==> config.mk <==
export PLATFORM = sky130hd
export DESIGN_NAME = uart_rx_param
export DESIGN_NICKNAME = d
export VERILOG_FILES = /design/src/rtl/uart_pkg.sv /design/src/rtl/uart_rx_sync.sv /design/src/rtl/uart_rx_param.sv
export SDC_FILE = /design/constraint.sdc
export NUM_CORES = 1
export LEC_CHECK = 0
export ABC_CLOCK_PERIOD_IN_PS = 1920
export CORE_MARGIN = 2
export CORE_UTILIZATION = 30
export CTS_BUF_LIST = sky130_fd_sc_hd__clkbuf_2 sky130_fd_sc_hd__clkbuf_4 sky130_fd_sc_hd__clkbuf_8
export CTS_CLUSTER_SIZE = 20
export DETAILED_ROUTE_END_ITERATION = 16
export PLACE_DENSITY = 0.47
export SLEW_MARGIN = 20
export SYNTH_ARGS = -nofsm -noshare
export SYNTH_HDL_FRONTEND = slang
export SYNTH_HIERARCHICAL = 1
export SYNTH_SLANG_ARGS = --single-unit
==> constraint.sdc <==
create_clock -name clk -period 1.92 [get_ports clk]
set_clock_uncertainty 0.05 [all_clocks]
set_input_delay 0.192 -clock clk [delete_from_list [all_inputs] [get_ports clk]]
set_output_delay 0.192 -clock clk [all_outputs]
set_load 0.01 [all_outputs]
==> src/rtl/uart_pkg.sv <==
// Shared definitions for the parametrised UART receiver:
// parity mode codes, receiver FSM state type and the expected-parity helper.
package uart_pkg;

  localparam int PARITY_NONE = 0;
  localparam int PARITY_ODD  = 1;
  localparam int PARITY_EVEN = 2;

  typedef enum logic [2:0] {
    ST_IDLE,
    ST_START,
    ST_DATA,
    ST_PARITY,
    ST_STOP
  } rx_state_t;

  // Value the parity bit must carry, given the XOR-reduction of the data word.
  function automatic logic parity_expected(input int mode, input logic data_xor);
    logic res;
    case (mode)
      PARITY_ODD:  res = ~data_xor;
      PARITY_EVEN: res = data_xor;
      default:     res = 1'b0;
    endcase
    return res;
  endfunction

endpackage

==> src/rtl/uart_rx_sync.sv <==
// Two-flop synchroniser for the asynchronous rx pad plus falling-edge detect.
// All flops reset to 1 (line idle level) so leaving reset never fakes a start edge.
module uart_rx_sync
  import uart_pkg::*;
(
  input  logic clk,
  input  logic rst_n,
  input  logic rx,
  output logic rx_s,
  output logic rx_fall
);

  logic sync_q1;
  logic sync_q2;
  logic rx_s_d;

  // Metastability filter followed by one extra delay stage for edge detection.
  always_ff @(posedge clk) begin
    if (!rst_n) begin
      sync_q1 <= 1'b1;
      sync_q2 <= 1'b1;
      rx_s_d  <= 1'b1;
    end else begin
      sync_q1 <= rx;
      sync_q2 <= sync_q1;
      rx_s_d  <= sync_q2;
    end
  end

  assign rx_s    = sync_q2;
  assign rx_fall = rx_s_d & ~sync_q2;

endmodule

==> src/rtl/uart_rx_param.sv <==
// Parametrised oversampling UART receiver with false-start rejection,
// valid/ready output handshake, overrun detection and per-frame error flags.
// Optional build macro UART_RX_MAJORITY_EN: each bit is the 2-of-3 majority of
// the samples around the bit centre, decided one cycle after the centre.
module uart_rx_param
  import uart_pkg::*;
#(
  parameter int OVS       = 16,
  parameter int DATA_BITS = 8,
  parameter int PARITY    = 2,
  parameter int STOP_BITS = 1
) (
  input  logic                 clk,
  input  logic                 rst_n,
  input  logic                 rx,
  output logic [DATA_BITS-1:0] rx_data,
  output logic                 rx_valid,
  input  logic                 rx_ready,
  output logic                 err_parity,
  output logic                 err_frame,
  output logic                 err_overrun,
  input  logic                 err_clr,
  output logic                 busy
);

  localparam int OW = $clog2(OVS);
  localparam int BW = $clog2(DATA_BITS + 1);

  localparam logic [OW-1:0] OVS_LAST  = OW'(OVS - 1);
  localparam logic [BW-1:0] DATA_LAST = BW'(DATA_BITS - 1);
  localparam logic [BW-1:0] STOP_LAST = BW'(STOP_BITS - 1);

`ifdef UART_RX_MAJORITY_EN
  localparam logic [OW-1:0] PRE_PT    = OW'(OVS / 2 - 1);
  localparam logic [OW-1:0] MID_PT    = OW'(OVS / 2);
  localparam logic [OW-1:0] DECIDE_PT = OW'(OVS / 2 + 1);
`else
  localparam logic [OW-1:0] DECIDE_PT = OW'(OVS / 2);
`endif

  logic rx_s;
  logic rx_fall;

  rx_state_t state_q, state_n;
  logic [OW-1:0]        ovs_cnt, ovs_n;
  logic [BW-1:0]        bit_cnt, bit_n;
  logic [DATA_BITS-1:0] shift_q, shift_n;
  logic                 perr_q, perr_n;
  logic                 ferr_q, ferr_n;
  logic                 complete;
  logic                 bit_val;
  logic                 decide;
  logic                 bit_end;

  uart_rx_sync u_sync (
    .clk     (clk),
    .rst_n   (rst_n),
    .rx      (rx),
    .rx_s    (rx_s),
    .rx_fall (rx_fall)
  );

`ifdef UART_RX_MAJORITY_EN
  logic maj_s0;
  logic maj_s1;

  // Capture the two samples preceding the decision point for the majority vote.
  always_ff @(posedge clk) begin
    if (!rst_n) begin
      maj_s0 <= 1'b1;
      maj_s1 <= 1'b1;
    end else begin
      if (ovs_cnt == PRE_PT) maj_s0 <= rx_s;
      if (ovs_cnt == MID_PT) maj_s1 <= rx_s;
    end
  end

  assign bit_val = (maj_s0 & maj_s1) | (maj_s0 & rx_s) | (maj_s1 & rx_s);
`else
  assign bit_val = rx_s;
`endif

  assign decide  = (ovs_cnt == DECIDE_PT);
  assign bit_end = (ovs_cnt == OVS_LAST);
  assign busy    = (state_q != ST_IDLE);

  // State, oversample/bit counters, shift register and error accumulators.
  always_ff @(posedge clk) begin
    if (!rst_n) begin
      state_q <= ST_IDLE;
      ovs_cnt <= '0;
      bit_cnt <= '0;
      shift_q <= '0;
      perr_q  <= 1'b0;
      ferr_q  <= 1'b0;
    end else begin
      state_q <= state_n;
      ovs_cnt <= ovs_n;
      bit_cnt <= bit_n;
      shift_q <= shift_n;
      perr_q  <= perr_n;
      ferr_q  <= ferr_n;
    end
  end

  // Frame sequencing: bit timing, sampling decisions and frame completion.
  always_comb begin
    state_n  = state_q;
    ovs_n    = ovs_cnt + 1'b1;
    bit_n    = bit_cnt;
    shift_n  = shift_q;
    perr_n   = perr_q;
    ferr_n   = ferr_q;
    complete = 1'b0;

    case (state_q)
      ST_IDLE: begin
        ovs_n = '0;
        bit_n = '0;
        if (rx_fall) begin
          state_n = ST_START;
          perr_n  = 1'b0;
          ferr_n  = 1'b0;
        end
      end

      ST_START: begin
        if (decide && bit_val) begin
          state_n = ST_IDLE;
          ovs_n   = '0;
        end else if (bit_end) begin
          state_n = ST_DATA;
          ovs_n   = '0;
          bit_n   = '0;
        end
      end

      ST_DATA: begin
        if (decide) begin
          shift_n = {bit_val, shift_q[DATA_BITS-1:1]};
        end
        if (bit_end) begin
          ovs_n = '0;
          if (bit_cnt == DATA_LAST) begin
            bit_n   = '0;
            state_n = (PARITY != PARITY_NONE) ? ST_PARITY : ST_STOP;
          end else begin
            bit_n = bit_cnt + 1'b1;
          end
        end
      end

      ST_PARITY: begin
        if (decide) begin
          perr_n = (bit_val != parity_expected(PARITY, ^shift_q));
        end
        if (bit_end) begin
          state_n = ST_STOP;
          ovs_n   = '0;
          bit_n   = '0;
        end
      end

      ST_STOP: begin
        if (decide) begin
          if (!bit_val) ferr_n = 1'b1;
          if (bit_cnt == STOP_LAST) begin
            complete = 1'b1;
            state_n  = ST_IDLE;
            ovs_n    = '0;
            bit_n    = '0;
          end
        end else if (bit_end) begin
          ovs_n = '0;
          bit_n = bit_cnt + 1'b1;
        end
      end

      default: begin
        state_n = ST_IDLE;
        ovs_n   = '0;
        bit_n   = '0;
      end
    endcase
  end

  // Output word register and valid/ready handshake; a held word is never overwritten.
  always_ff @(posedge clk) begin
    if (!rst_n) begin
      rx_data    <= '0;
      rx_valid   <= 1'b0;
      err_parity <= 1'b0;
      err_frame  <= 1'b0;
    end else begin
      if (complete && (!rx_valid || rx_ready)) begin
        rx_data    <= shift_q;
        err_parity <= perr_q;
        err_frame  <= ferr_n;
        rx_valid   <= 1'b1;
      end else if (rx_valid && rx_ready) begin
        rx_valid <= 1'b0;
      end
    end
  end

  // Sticky overrun flag; a new overrun outranks a simultaneous clear.
  always_ff @(posedge clk) begin
    if (!rst_n) begin
      err_overrun <= 1'b0;
    end else if (complete && rx_valid && !rx_ready) begin
      err_overrun <= 1'b1;
    end else if (err_clr) begin
      err_overrun <= 1'b0;
    end
  end

endmodule

# ---- Yosys cells after proc, flatten, opt, wreduce, memory -nomap -nowiden
# Index checks and enable logic that the tools add are counted.
dict set report totals {
  regBits 36
  latchBits 0
  mem_bits_rw 0
  romBits 0
  inputBits 5
  word_cells 95
  n_memories 0
}
dict set report op_classes {
  addsub 2
  multipliers 0
  n_div 0
  n_lt_le_gt_ge 0
  eq_ne 19
  shifts 0
  muxes 38
  bitwise 2
  reduce_logical 20
}
# op count
set op_table {}
lappend op_table {{$mux W4} 11}
lappend op_table {{$mux W3} 8}
lappend op_table {{$ne A2 B2 Y1 const B} 8}
lappend op_table {{$pmux W4 S4} 1}
lappend op_table {{$pmux W3 S5} 1}
lappend op_table {{$mux W1} 14}
lappend op_table {{$pmux W4 S3} 1}
lappend op_table {{$ne A3 B3 Y1 const B} 3}
lappend op_table {{$add A4 B1 Y4 const B} 2}
lappend op_table {{$eq A4 B4 Y1 const B} 2}
lappend op_table {{$reduce_xor A8 Y1} 1}
lappend op_table {{$reduce_and A7 Y1} 1}
lappend op_table {{$eq A3 B2 Y1 const B} 2}
lappend op_table {{$reduce_bool A2 Y1} 3}
lappend op_table {{$logic_and A1 B1 Y1} 5}
lappend op_table {{$eq A4 B3 Y1 const B} 1}
lappend op_table {{$logic_not A4 Y1} 1}
lappend op_table {{$pmux W1 S2} 2}
lappend op_table {{$reduce_and A4 Y1} 1}
lappend op_table {{$eq A3 B1 Y1 const B} 1}
lappend op_table {{$eq A3 B3 Y1 const B} 1}
lappend op_table {{$logic_not A3 Y1} 1}
lappend op_table {{$reduce_and A3 Y1} 1}
lappend op_table {{$reduce_bool A3 Y1} 1}
lappend op_table {{7 further kinds} 8}

# ---- Depth between registers and ports, before layout
dict set report depth {
  ltp_word 7
  ltp_mapped 8
  ltp_nobuf 7
}

# ---- By module
# The synthesis kept the hierarchy.
# mod n_inst cells_per_inst area_per_inst_um2
set by_module_without_submodules {}
lappend by_module_without_submodules {uart_rx_param 1 173 1640.3}
lappend by_module_without_submodules {uart_rx_sync 1 7 85.1}

# ---- Least setup slack after synthesis
# No wires, ideal clock.
dict set report synth_path {
  kind {register to register}
  startpoint {register ovs_cnt[0]}
  endpoint {register err_frame}
  setup_time_ns 0.116
  arrival_ns 1.469
  slack_ns 0.285
  stages_incl_launch_ff 9
  n_path_buf 1
  synth_period_minus_slack_ns 1.635
  cell_sequence {dfxtp_1 > inv_1 > ha_1 > and3b_2 > nand4_1 > nand2b_1 > buf_6 > mux2i_1 > nor2b_1}
}
dict set report synth_via {
  elab_chain_len 4
}
# element line
set synth_rtl {}
lappend synth_rtl {{from (decl)} uart_rx_param.sv:45} ;# logic [OW-1:0] ovs_cnt, ovs_n;
lappend synth_rtl {{from (signal assigned)} uart_rx_param.sv:98} ;# ovs_cnt <= ovs_n;
lappend synth_rtl {{$eq A4 B4 Y1 (*)} uart_rx_param.sv:83} ;# assign decide = (ovs_cnt == DECIDE_PT);
lappend synth_rtl {{$mux W1} uart_rx_param.sv:165} ;# if (decide) begin
lappend synth_rtl {{$mux W1} uart_rx_param.sv:116} ;# case (state_q)
lappend synth_rtl {{$logic_and A1 B1 Y1} uart_rx_param.sv:195} ;# if (complete && (!rx_valid || rx_ready)) begin
lappend synth_rtl {{to (signal assigned)} uart_rx_param.sv:198} ;# err_frame <= ferr_n;
lappend synth_rtl {{to (decl)} uart_rx_param.sv:20} ;# output logic err_frame,
# Mark *: on every way between the ends. The rest lies on a longest branch, timed or not.
# A chain may end at the register's enable or synchronous reset.

# ---- Worst setup path after layout
dict set report layout_path {
  startpoint {register state_q[1]}
  endpoint {output busy}
}
dict set report layout_via {
  elab_chain_len 1
}
# element line
set layout_rtl {}
lappend layout_rtl {{from (decl)} uart_rx_param.sv:44} ;# rx_state_t state_q, state_n;
lappend layout_rtl {{from (signal assigned)} uart_rx_param.sv:97} ;# state_q <= state_n;
lappend layout_rtl {{$reduce_bool A3 Y1} uart_rx_param.sv:85} ;# assign busy = (state_q != ST_IDLE);
lappend layout_rtl {{to (decl)} uart_rx_param.sv:23} ;# output logic busy
# No other way between the ends.

==> impl_metrics.env <==
export IMPL_drive_gt1_share_pct=13.24
export IMPL_required_ns=1.68
export IMPL_area_growth_pct=22.48
export IMPL_grt_usage_pct=11.48
export IMPL_powerDensity_nw_per_um2=693.2
export IMPL_synth_area_top_cells="dfxtp_1, mux2i_1, nor2b_1"
export IMPL_grt_pass1_vias=1208
export IMPL_port_buffer_count=17
export IMPL_viasPerCell=4.652
export IMPL_synthArstFlopShare_pct=0
export IMPL_crit_path_max_incr_delay_ns=0.48
export IMPL_design_die_area_um2=6374
export IMPL_synth_most_common_cell="dfxtp_1"
export IMPL_min_path_type="reg2reg"
export IMPL_drv_slew=0
export IMPL_path_clk_slew_ns=0.07
export IMPL_rsz0062_at_grt="false"
export IMPL_crit_path_start_kind="register"
export IMPL_syn_cell_area_um2=1725
export IMPL_dp_hpwl_mm=2.507
export IMPL_syn_inst=180
export IMPL_synth_largest_area_cell="dfxtp_1"
export IMPL_vias=1284
export IMPL_path_cells="buf_4, or3_1, clkdlybuf4s50_1"
export IMPL_clk_insertion_delay_late_ns=0.28
export IMPL_post_drt_wl_per_cell_um=12.16
export IMPL_fin_crit_sh_pct=96.72
export IMPL_setup_ws_ns=0.06300
export IMPL_placed_area_um2=1992
export IMPL_ff2ff_path_depth=8
export IMPL_die_h_um=79.84
export IMPL_r2r_start="ovs_cnt[0]"
export IMPL_hold_violations=0
export IMPL_diodes=0
export IMPL_startpoint="state_q[1]"
export IMPL_synth_edff_count=0
export IMPL_ant_nets=0
export IMPL_slew_headroom_pct=68.76
export IMPL_drtIter0Drc=45
export IMPL_die_w_um=79.84
export IMPL_cp_slowest_cell="clkdlybuf4s50_1"
export IMPL_antenna_found_initial=0
export IMPL_dpl_cell_count=268
export IMPL_drv_cap=0
export IMPL_h_tree_depth=2
export IMPL_finalWirelength_mm=3.355
export IMPL_syn_num_nets=189
export IMPL_setup_viol=0
export IMPL_synth_avg_cell_area_um2=9.586
export IMPL_holdPathEnd="u_sync/rx_s"
export IMPL_gp_congestion=0.8007
export IMPL_grt_pass1_wl_mm=5.637
export IMPL_yosys_cell_types_count=41
export IMPL_arrival_ns=1.62
export IMPL_totalNegativeSetupSlack_ns=0
export IMPL_final_nets=212
export IMPL_clock_path_buffers=2
export IMPL_r2r_end="rx_data[4]"
export IMPL_yosysWarnings=6
export IMPL_crit_fanout=9
export IMPL_finish_instance_area_um2=2113
export IMPL_p_total_mw=1.465
export IMPL_numCtsBuffers=5
export IMPL_critPathKind="reg2out"
export IMPL_synth_ff_type="dfxtp_1"
export IMPL_max_freq_mhz=538.5
export IMPL_synth_top_area_share_pct=41.77
export IMPL_status="finished, final reports clean"
export IMPL_hold_depth=1
export IMPL_fin_cells=276
export IMPL_cts_root_buffer="clkbuf_8"
export IMPL_reg2reg_slack_ns=0.13
export IMPL_overflow=0
export IMPL_worstHoldStart="u_sync/sync_q1"
export IMPL_start_util_pct=31.14
export IMPL_tightest_slew_ns=0.4687
export IMPL_fp_coreArea_um2=5540
export IMPL_grt_max_degree=16
export IMPL_period_needed_ns=1.857
export IMPL_pre_cts_ws_ns=0.07261
export IMPL_ir_drop_mv=0.2794
export IMPL_crit_path_end_kind="primary output"
export IMPL_ys_seq_area_share_pct=41.77
export IMPL_ios=18
export IMPL_cts_tree="built"
export IMPL_firstDrtPassIters=4
export IMPL_synth_seq_cells=36
export IMPL_cts_sinks=36
export IMPL_drc_errors=0
export IMPL_post_cts_buffers=0
export IMPL_ys_top_cells_by_count="dfxtp_1, nor2b_1, mux2i_1"
export IMPL_p_leak_nw=0.8516
export IMPL_num_rows=27
## repair_timing
action / in CTS / in global routing
setup endpoints to repair: 1 / 10
resized for setup: 1 / 3
pin swaps: 0 / 0
hold endpoints to repair: 0 / 0
hold buffers: 0 / 0
## power by group
part           internal (mW)  switching [mW]
logic                 0.0258          0.0196
clock network          0.399           0.266
registers              0.750         0.00438
## area by class of cell
type                            instances  area [um^2]
Inverter                                6        22.52
Sequential cell                        36        723.2
Clock inverter                          2        35.03
Timing Repair Buffer                   24        226.5
Multi-Input combinational cell        130        939.7
Tap cell                               72        90.09
Fill cell                             569         3427
Clock buffer                            6        76.32
## metal layers
layer  vias to the layer above  track usage, %  share of wire, %
met3                         2           3.959               3.7
met5                         -               0                 0
met2                        16           17.48                45
met1                       604           15.05                51
li1                        662               -                 -
met4                         0           4.068              0.45
## cell usage in the layout (no fill, tap or decap), types with 2 or more instances in the layout
cell and n:
nor2_1 6, a21boi_2 2, or3_1 3, o21ai_0 3
nand4b_1 2, nand2b_1 7, nand3_1 6, ha_1 4
clkbuf_8 5, dfxtp_1 34, and2_1 2, nand3b_1 3
xor2_1 2, dfxtp_2 2, inv_1 6, o22ai_1 2
nor2b_1 21, a21oi_1 7, nor3_1 2, buf_4 6
and3_1 3, clkdlybuf4s50_1 17, o21ai_1 3, nand2_1 9
nand4_1 2, xnor2_1 8, mux2i_1 17
## kinds of logic after synthesis
family	count (synthesis)	synth area share [%]
and+or+nand+nor	70	24.08
AOI/OAI and AO/OA	28	11.75
muxes	18	10.44
adders and majority gates	4	2.901
buffers and inverters	14	3.988
DFF	36	41.77
xor gates and xnor gates	10	5.076
## worst max-delay path by stage
stage / end / slack (ns) / cells after the start
after floorplan: err_frame / 0.29 / 8
after global placement: err_parity / 0.14 / 8
after detailed placement: rx_data[6] / 0.07 / 8
after CTS: busy / 0.04 / 3
after global routing: rx_data[4] / 0.001 / 8
final: busy / 0.06 / 3
## state kept, by name, summed over array words and instances (netlist names)
register and cells:
u_sync/rx_s_d 1, shift_q 8, state_q 3, rx_data 8, err_overrun 1, rx_valid 1, u_sync/sync_q1 1, bit_cnt 4
err_frame 1, ovs_cnt 4, err_parity 1, ferr_q 1, perr_q 1, u_sync/rx_s 1
## metrics by stage
stage | hold WS, ns | util (%)
after floorplan | 0.2150 | -
after global placement | 0.3411 | 35.95
after detailed placement | 0.3463 | 35.95
after CTS | 0.3641 | 37.99
after global routing | 0.3950 | 38.14
final | 0.3615 | 38.14
## worst max-delay path, delay by kind of cell (launching register included)
family                 cells  cell delay (ns)
buffers and inverters      2             0.64
AND/OR/NAND/NOR            1             0.33
flip-flops                 1             0.36
No activity file was read; power rests on OpenSTA's default activity.
